$ cat config.mk
export PLATFORM = sky130hd
export DESIGN_NAME = fetch_stage_flat
export DESIGN_NICKNAME = d
export VERILOG_FILES = /design/src/rtl/fetch_stage_pkg.sv /design/src/rtl/fetch_stage_if.sv /design/src/rtl/fetch_stage_pc_next_sel.sv /design/src/rtl/fetch_stage.sv /design/src/flat_wrapper.sv
export SDC_FILE = /design/constraint.sdc
export NUM_CORES = 1
export LEC_CHECK = 0
export CAP_MARGIN = 10
export CORE_ASPECT_RATIO = 1.25
export CORE_MARGIN = 2
export CORE_UTILIZATION = 30
export DETAILED_ROUTE_END_ITERATION = 8
export GPL_TIMING_DRIVEN = 0
export SYNTH_ARGS = -nofsm -noshare
export SYNTH_HDL_FRONTEND = slang
export SYNTH_SLANG_ARGS = --single-unit
$ cat constraint.sdc
create_clock -name clk -period 1.9 [get_ports clk]
set_input_delay 0.38 -clock clk [delete_from_list [all_inputs] [get_ports clk]]
set_output_delay 0.38 -clock clk [all_outputs]
set_load 0.1 [all_outputs]
$ cat src/rtl/fetch_stage_pkg.sv
// fetch_stage_pkg: shared widths and NOP encoding for the fetch stage.
package fetch_stage_pkg;
  localparam int ADDR_W_DEF = 8;
  localparam int INST_W_DEF = 32;
  localparam logic [INST_W_DEF-1:0] NOP = '0;
endpackage

$ cat src/rtl/fetch_stage_if.sv
// fetch_stage_if: instruction-memory bus (master = fetch: imem_addr out, imem_rdata in).
interface fetch_stage_if import fetch_stage_pkg::*; #(parameter int ADDR_W = ADDR_W_DEF, parameter int INST_W = INST_W_DEF);
  logic [ADDR_W-1:0] imem_addr;
  logic [INST_W-1:0] imem_rdata;
  modport master(output imem_addr, input imem_rdata);
  modport slave(input imem_addr, output imem_rdata);
endinterface

$ cat src/rtl/fetch_stage_pc_next_sel.sv
// pc_next_sel: next-PC priority (branch > stall > jr > jump > pc+1); ports: pc, redirect sources in, pc_next/pc_inc/redirect/hold out.
module pc_next_sel #(parameter int ADDR_W = 8) (
  input  logic [ADDR_W-1:0] pc,
  input  logic [ADDR_W-1:0] jr_target,
  input  logic [ADDR_W-1:0] jump_target,
  input  logic [ADDR_W-1:0] branch_target,
  input  logic              stall,
  input  logic              jump,
  input  logic              jr,
  input  logic              branch_taken,
  input  logic              id_valid,
  output logic [ADDR_W-1:0] pc_next,
  output logic [ADDR_W-1:0] pc_inc,
  output logic              redirect,
  output logic              hold
);
  logic jr_go, j_go;
  always_comb begin
    pc_inc = pc + ADDR_W'(1);
    jr_go = id_valid && jr && !stall;
    j_go = id_valid && jump && !stall;
    hold = stall && !branch_taken;
    redirect = branch_taken || jr_go || j_go;
    pc_next = branch_taken ? branch_target : stall ? pc : jr_go ? jr_target : j_go ? jump_target : pc_inc;
  end
endmodule

$ cat src/rtl/fetch_stage.sv
// fetch_stage: PC + IF/ID register; ports: clk, rst, imem (master), stall/jump/jr/branch redirects, id_inst/id_pc1/id_valid, flush_idex_o; FETCH_PERF_CNT_EN adds perf_stall_cnt/perf_redirect_cnt.
module fetch_stage import fetch_stage_pkg::*; #(
  parameter int ADDR_W = ADDR_W_DEF,
  parameter int INST_W = INST_W_DEF
) (
  input  logic              clk,
  input  logic              rst,
  fetch_stage_if.master     imem,
  input  logic              stall_i,
  input  logic              jump_i,
  input  logic              jr_i,
  input  logic [ADDR_W-1:0] jr_target_i,
  input  logic              branch_taken_i,
  input  logic [ADDR_W-1:0] branch_target_i,
  output logic [INST_W-1:0] id_inst,
  output logic [ADDR_W-1:0] id_pc1,
  output logic              id_valid,
  output logic              flush_idex_o
`ifdef FETCH_PERF_CNT_EN
  ,
  output logic [15:0]       perf_stall_cnt,
  output logic [15:0]       perf_redirect_cnt
`endif
);
  logic [ADDR_W-1:0] pc, pc_next, pc_inc;
  logic redirect, hold;
  pc_next_sel #(.ADDR_W(ADDR_W)) u_sel (
    .pc(pc), .jr_target(jr_target_i), .jump_target(id_inst[ADDR_W-1:0]),
    .branch_target(branch_target_i), .stall(stall_i), .jump(jump_i), .jr(jr_i),
    .branch_taken(branch_taken_i), .id_valid(id_valid),
    .pc_next(pc_next), .pc_inc(pc_inc), .redirect(redirect), .hold(hold)
  );
  assign imem.imem_addr = pc;
  assign flush_idex_o = branch_taken_i;
  always_ff @(posedge clk or posedge rst) begin
    if (rst) begin
      pc <= '0;
      id_inst <= INST_W'(NOP);
      id_pc1 <= '0;
      id_valid <= 1'b0;
    end else begin
      pc <= pc_next;
      if (!hold) begin
        id_inst <= redirect ? INST_W'(NOP) : imem.imem_rdata;
        id_pc1 <= redirect ? '0 : pc_inc;
        id_valid <= !redirect;
      end
    end
  end
`ifdef FETCH_PERF_CNT_EN
  always_ff @(posedge clk or posedge rst) begin
    if (rst) begin
      perf_stall_cnt <= '0;
      perf_redirect_cnt <= '0;
    end else begin
      if (hold && perf_stall_cnt != 16'hFFFF) perf_stall_cnt <= perf_stall_cnt + 16'd1;
      if (redirect && perf_redirect_cnt != 16'hFFFF) perf_redirect_cnt <= perf_redirect_cnt + 16'd1;
    end
  end
`endif
endmodule

$ cat src/flat_wrapper.sv
// flat-port wrapper written by rule: the top's interface ports become plain ports
module fetch_stage_flat import fetch_stage_pkg::*;
#(
  parameter int ADDR_W = ADDR_W_DEF,
  parameter int INST_W = INST_W_DEF
)
  (clk, rst, stall_i, jump_i, jr_i, jr_target_i, branch_taken_i, branch_target_i, id_inst, id_pc1, id_valid, flush_idex_o, imem_imem_addr, imem_imem_rdata);
  fetch_stage_if #(.ADDR_W(ADDR_W), .INST_W(INST_W)) imem_i ();
  input  logic clk;
  input  logic rst;
  input  logic stall_i;
  input  logic jump_i;
  input  logic jr_i;
  input  logic [ADDR_W-1:0] jr_target_i;
  input  logic branch_taken_i;
  input  logic [ADDR_W-1:0] branch_target_i;
  output logic [INST_W-1:0] id_inst;
  output logic [ADDR_W-1:0] id_pc1;
  output logic id_valid;
  output logic flush_idex_o;
  output wire logic [$bits(imem_i.imem_addr)-1:0] imem_imem_addr;
  input wire logic [$bits(imem_i.imem_rdata)-1:0] imem_imem_rdata;
  assign imem_imem_addr = imem_i.imem_addr;
  assign imem_i.imem_rdata = imem_imem_rdata;
  fetch_stage #(.ADDR_W(ADDR_W), .INST_W(INST_W)) u_core (.clk(clk), .rst(rst), .imem(imem_i), .stall_i(stall_i), .jump_i(jump_i), .jr_i(jr_i), .jr_target_i(jr_target_i), .branch_taken_i(branch_taken_i), .branch_target_i(branch_target_i), .id_inst(id_inst), .id_pc1(id_pc1), .id_valid(id_valid), .flush_idex_o(flush_idex_o));
endmodule
[After elaboration in Yosys (flattened, before gate mapping)]
Index checks and enable logic that the tools add are counted.
Operators by class
  add/sub/neg operators: 1
  reduce and logical (&&, ||, !) cells: 10
  multiplexer cells: 6
  equal/unequal tests: 1
Operators by type and width (number)
  2-to-1 mux 8 bit: 5
  2-to-1 mux 32 bit: 1
  adder 8 x 1 -> 8 bit, second input constant: 1
  logical AND 1 bit: 5
  logical NOT 1 bit: 3
  logical OR 1 bit: 2
  inequality test 2 x 1 -> 1 bit, second input constant: 1
Storage, ports and cells
  logic and storage cells: 22
  bits of input ports: 54
  bits in registers: 49
  output and inout bits: 50

[Logic depth before layout (Yosys ltp)]
Gate-level depths: netlist of the first run.
  depth in word-level cells: 6
  mapped depth: 6
  mapped depth without buffers: 5

[Hierarchy]
From an unflattened synthesis of the first run, not the netlist that was laid out.
Unflattened totals
  cell total of the unflattened synthesis: 191
  area total of the unflattened synthesis: 2259.7 um2
By module, submodules not included
  fetch_stage: instances 1, sequential area each 1226.2 um2, cells each 104, area an instance 1715.4 um2
  pc_next_sel: instances 1, sequential area each 0.0 um2, cells each 87, area an instance 544.3 um2

[Least setup slack after synthesis of the first run]
Ideal clock, no wire load.
  path type: register to register
  from: register u_core.pc[0], in the netlist u_core.imem.imem_addr[0]
  to: register u_core.pc[6], in the netlist u_core.imem.imem_addr[6]
  path buffers: 0
  cell stages (with the launch flop): 6
  arrival time: 2.058 ns
  required time: 1.816 ns
  setup slack: -0.242 ns
  period minus slack after synthesis: 2.142 ns
  setup time: 0.084 ns
  cell sequence: dfrtp_1 > ha_1 > nand2_1 > or3_1 > a31o_1 > o22ai_1
On the way
  longest elaborated chain between the ends: 5
Ends and longest elaborated chain
  start: declaration: line fetch_stage.sv:25  | logic [ADDR_W-1:0] pc, pc_next, pc_inc;
  start signal: assignment: line fetch_stage.sv:42  | pc <= pc_next;
  adder 8 x 1 -> 8 bit: line fetch_stage_pc_next_sel.sv:19  | pc_inc = pc + ADDR_W'(1);
  2-to-1 mux 8 bit (4 in series): line fetch_stage_pc_next_sel.sv:24  | pc_next = branch_taken ? branch_target : stall ? pc : jr_go ? jr_target : j_go ? jump_target : pc_inc;
Every way passes these cells. The select of a mux whose other input is x is not followed.
A chain may end at the register's enable or synchronous reset.

[Worst setup path in the final report of the first run]
  from: register u_core.id_pc1[7]
  to: output id_pc1[7]
RTL lines
  start: declaration: line fetch_stage.sv:16  | output logic [ADDR_W-1:0] id_pc1,
  start signal: assignment: line fetch_stage.sv:45  | id_pc1 <= redirect ? '0 : pc_inc;
  end: declaration: line flat_wrapper.sv:18  | output logic [ADDR_W-1:0] id_pc1;
No word-level cell between the ends.

==> results.yml, run 1 <==
run_status:
  status: "finished clean"
layout:
  multiInputGateArea_um2: 836
  seq_area_mm2: 0.00123
  num-fill-cells: 698
  final_cell_mix: "53 x clkdlybuf4s50_1, 43 x dfrtp_1, 35 x a22o_1"
  syn2layout_area_growth_pct: 55.0
  fin_area_mm2: 0.00336
  layout_commonest_cell: "clkdlybuf4s50_1"
  drive_above_1_share: 0.270
  fin_nets: 350
  n_antenna_cell: 0
yosys:
  synthCells: 184
  synth.area.mux_share: 0
  seq_area_frac_synth: 0.566
  syn-cell-area_mm2: 0.00216
  synth_adder_area_share: 0.00578
  syn_area_per_cell_um2: 11.8
  ys_seq_elements: 49
  synth_warnings: 0
  synthesis.nets: 239
  synth_xor_area_frac: 0.0162
  synth_compound_area_frac: 0.266
  synth_cell_types: 38
  synth-simple-area-share: 0.0965
  synth_top_family_by_area: "compound AO/OA/AOI/OAI gates"
route:
  first_pass_iters: 4
  drt_iter0_markers: 85
  antenna_left: 0
  routedWlPerCell_um: 16.1
  wl_um: 6230
  drcViolationCount: 0
  vias: 1922
  viasPerCell: 4.98
floorplan:
  dieArea_mm2: 0.00792
  die_h_um: 99.0
  core_area_mm2: 0.00698
  row_count: 34
  initial_utilization: 0.310
  ios: 104
  die_w_um: 80.0
sta:
  postLayoutSetupSlackWorst_ps: 41.8
  tightest_slew_ps: 945
  hold_viol: 0
  rsz0062_at_grt: "false"
  maxSlewViolCount: 0
  period_minus_slack_ps: 1860
  setup_viol: 0
  tns_ps: 0
  relSlewSlack: 0.372
  fin_worst_skew_ps: 10.1
  finalCritPeriodShare: 0.978
  fmax_mhz: 538
global_route:
  grt_first_pass_wirelength_um: 10300
  grt.total_usage: 0.167
  antenna_found_initial: 0
  grt_max_degree: 29
  first_global_vias: 2054
  grt-ovfl-total: 0
setup_path:
  crit_path_end_kind: "output pin"
  cp_top_family: "buffers and inverters"
  slowest_stage: "clkdlybuf4s15_1"
  crit_path_max_incr_delay_ps: 820
  path_cells: "clkdlybuf4s15_1"
  critPathLaunchType: "register"
  crit_type: "register to output pin"
  crit_fanout: 2
  crit_required_ps: 1520
  cp.arrival_ps: 1480
  path_buf_inv: 1
min_path:
  min_path_type: "input pin to asynchronous set/reset pin"
flow_run:
  cap_violations: 0
cts:
  cts_buffer_depth: 2
  root_buffer: "clkbuf_8"
  cts_tree: "yes"
  path_clk_slew_ps: 90
  cts-hold-fix-buffers: 0
  cts.sinks: 49
  clk_latency_ps: 300
  htree_levels: 2
  cts_inserted_buffers: 5
placed_design:
  dp_hpwl_um: 4730
  postPlaceCellArea_mm2: 0.00334
  port_buffers: 103
  gp_congestion: 0.861
  pre_cts_slack_ps: -726
power:
  power.leakage_uw: 0.00154
  power.density_mw_per_mm2: 931
  ir_worst_vdd_mv: 0.378
## worst register-to-register path, stage by stage (launching register included)
cell     delay, ps
dfrtp_2        490
ha_1           280
nand2_1         80
or3_1          330
a31o_1         230
o22ai_1        100
## power breakdown
| part | switching, uW | internal (uW) | total [uW] |
|---|---|---|---|
| clock | 355 | 428 | 783 |
| sequential | 85.1 | 1130 | 1210 |
| combinational | 819 | 310 | 1130 |
## registers in the layout (all words and copies together), names as in the netlist
register               count
u_core.id_inst            32
u_core.id_pc1              8
u_core.imem.imem_addr      8
u_core.id_valid            1
## path summary, 6_finish.rpt
kind	start	slack [ps]	end	cells past startpoint
max	u_core.id_pc1[7]	40	id_pc1[7]	1
min	rst	420	u_core.id_inst[11]	2
max reg2reg	u_core.imem.imem_addr[0]	330	u_core.imem.imem_addr[6]	5
min reg2reg	u_core.id_pc1[0]	480	u_core.id_pc1[0]	2
max in group asynchronous	rst	940	u_core.imem.imem_addr[3]	3
min in group clk	u_core.id_pc1[0]	480	u_core.id_pc1[0]	2
## synth_stat cells
cell	count	area, um2
a211oi_2	1	12.5
a21o_1	2	15.0
a21oi_1	2	10.0
a221o_1	1	10.0
a221oi_1	1	8.76
a22o_1	35	307
a22oi_1	1	7.51
a2bb2oi_1	1	8.76
a311o_1	1	10.0
a31o_1	1	8.76
a31oi_1	3	18.8
and2_1	1	6.26
and3_1	3	18.8
and3b_1	1	8.76
buf_2	6	30.0
buf_4	2	15.0
buf_6	4	45.0
dfrtp_1	49	1230
ha_1	1	12.5
inv_1	4	15.0
nand2_1	20	75.1
nand3_1	3	15.0
nand3_2	1	10.0
nand3b_1	1	7.51
nand3b_4	1	20.0
nand4_1	1	6.26
nor2_1	6	22.5
nor2b_1	1	6.26
o211ai_1	3	22.5
o21ai_0	10	50.1
o21ai_1	1	5.00
o221a_2	2	22.5
o221ai_1	2	17.5
o22ai_1	4	25.0
o2bb2ai_1	2	17.5
or3_1	2	12.5
xnor2_1	3	26.3
xor2_1	1	8.76
## cell type report
cell class,count,share of cell area
Sequential cell,49,0.368
Timing Repair Buffer,104,0.283
Multi-Input combinational cell,119,0.249
Tap cell,90,0.0336
Buffer,12,0.0268
Clock buffer,6,0.0246
Clock inverter,2,0.0112
Inverter,4,0.00447
## layer usage
metal  track usage  up-vias  share of wire
li1              -      918              -
met1         0.213      921           0.41
met5             0        -              0
met2         0.276       75           0.50
met3        0.0513        8          0.077
met4        0.0391        0          0.012
## stage by stage
step | total power [uW] | instances | hold slack (ps) | util
floorplan | 2040 | 184 | 507 | -
global placement | 2410 | 377 | 458 | 0.475
detailed placement | 2420 | 378 | 467 | 0.478
CTS | 3180 | 386 | 433 | 0.497
global route | 3250 | 386 | 476 | 0.481
finish | 3120 | 386 | 422 | 0.481
## what timing repair did
item                                    CTS  global route
endpoints found under the setup margin   50            33
gates resized for setup                 116            32
setup buffers                             0             0
## logic make-up after synthesis
kind of cell               after synthesis
AOI/OAI and AO/OA                       73
DFF                                     49
xor gates and xnor gates                 4
adders and majority gates                1
buffers and inverters                   16
and+or+nand+nor                         41
Note: power is estimated with default switching activity, not from simulation.
==> run 2: changes to the inputs <==
Settings changed: GPL_ROUTABILITY_DRIVEN set to 0.
==> results of run 2 <==
Final layout, timing and power as in run 1 (identical DEF).
==> run 3: changes to the inputs <==
Settings changed: GPL_ROUTABILITY_DRIVEN 0 to unset.
==> results of run 3 <==
Final layout, timing and power as in run 1 (identical DEF).
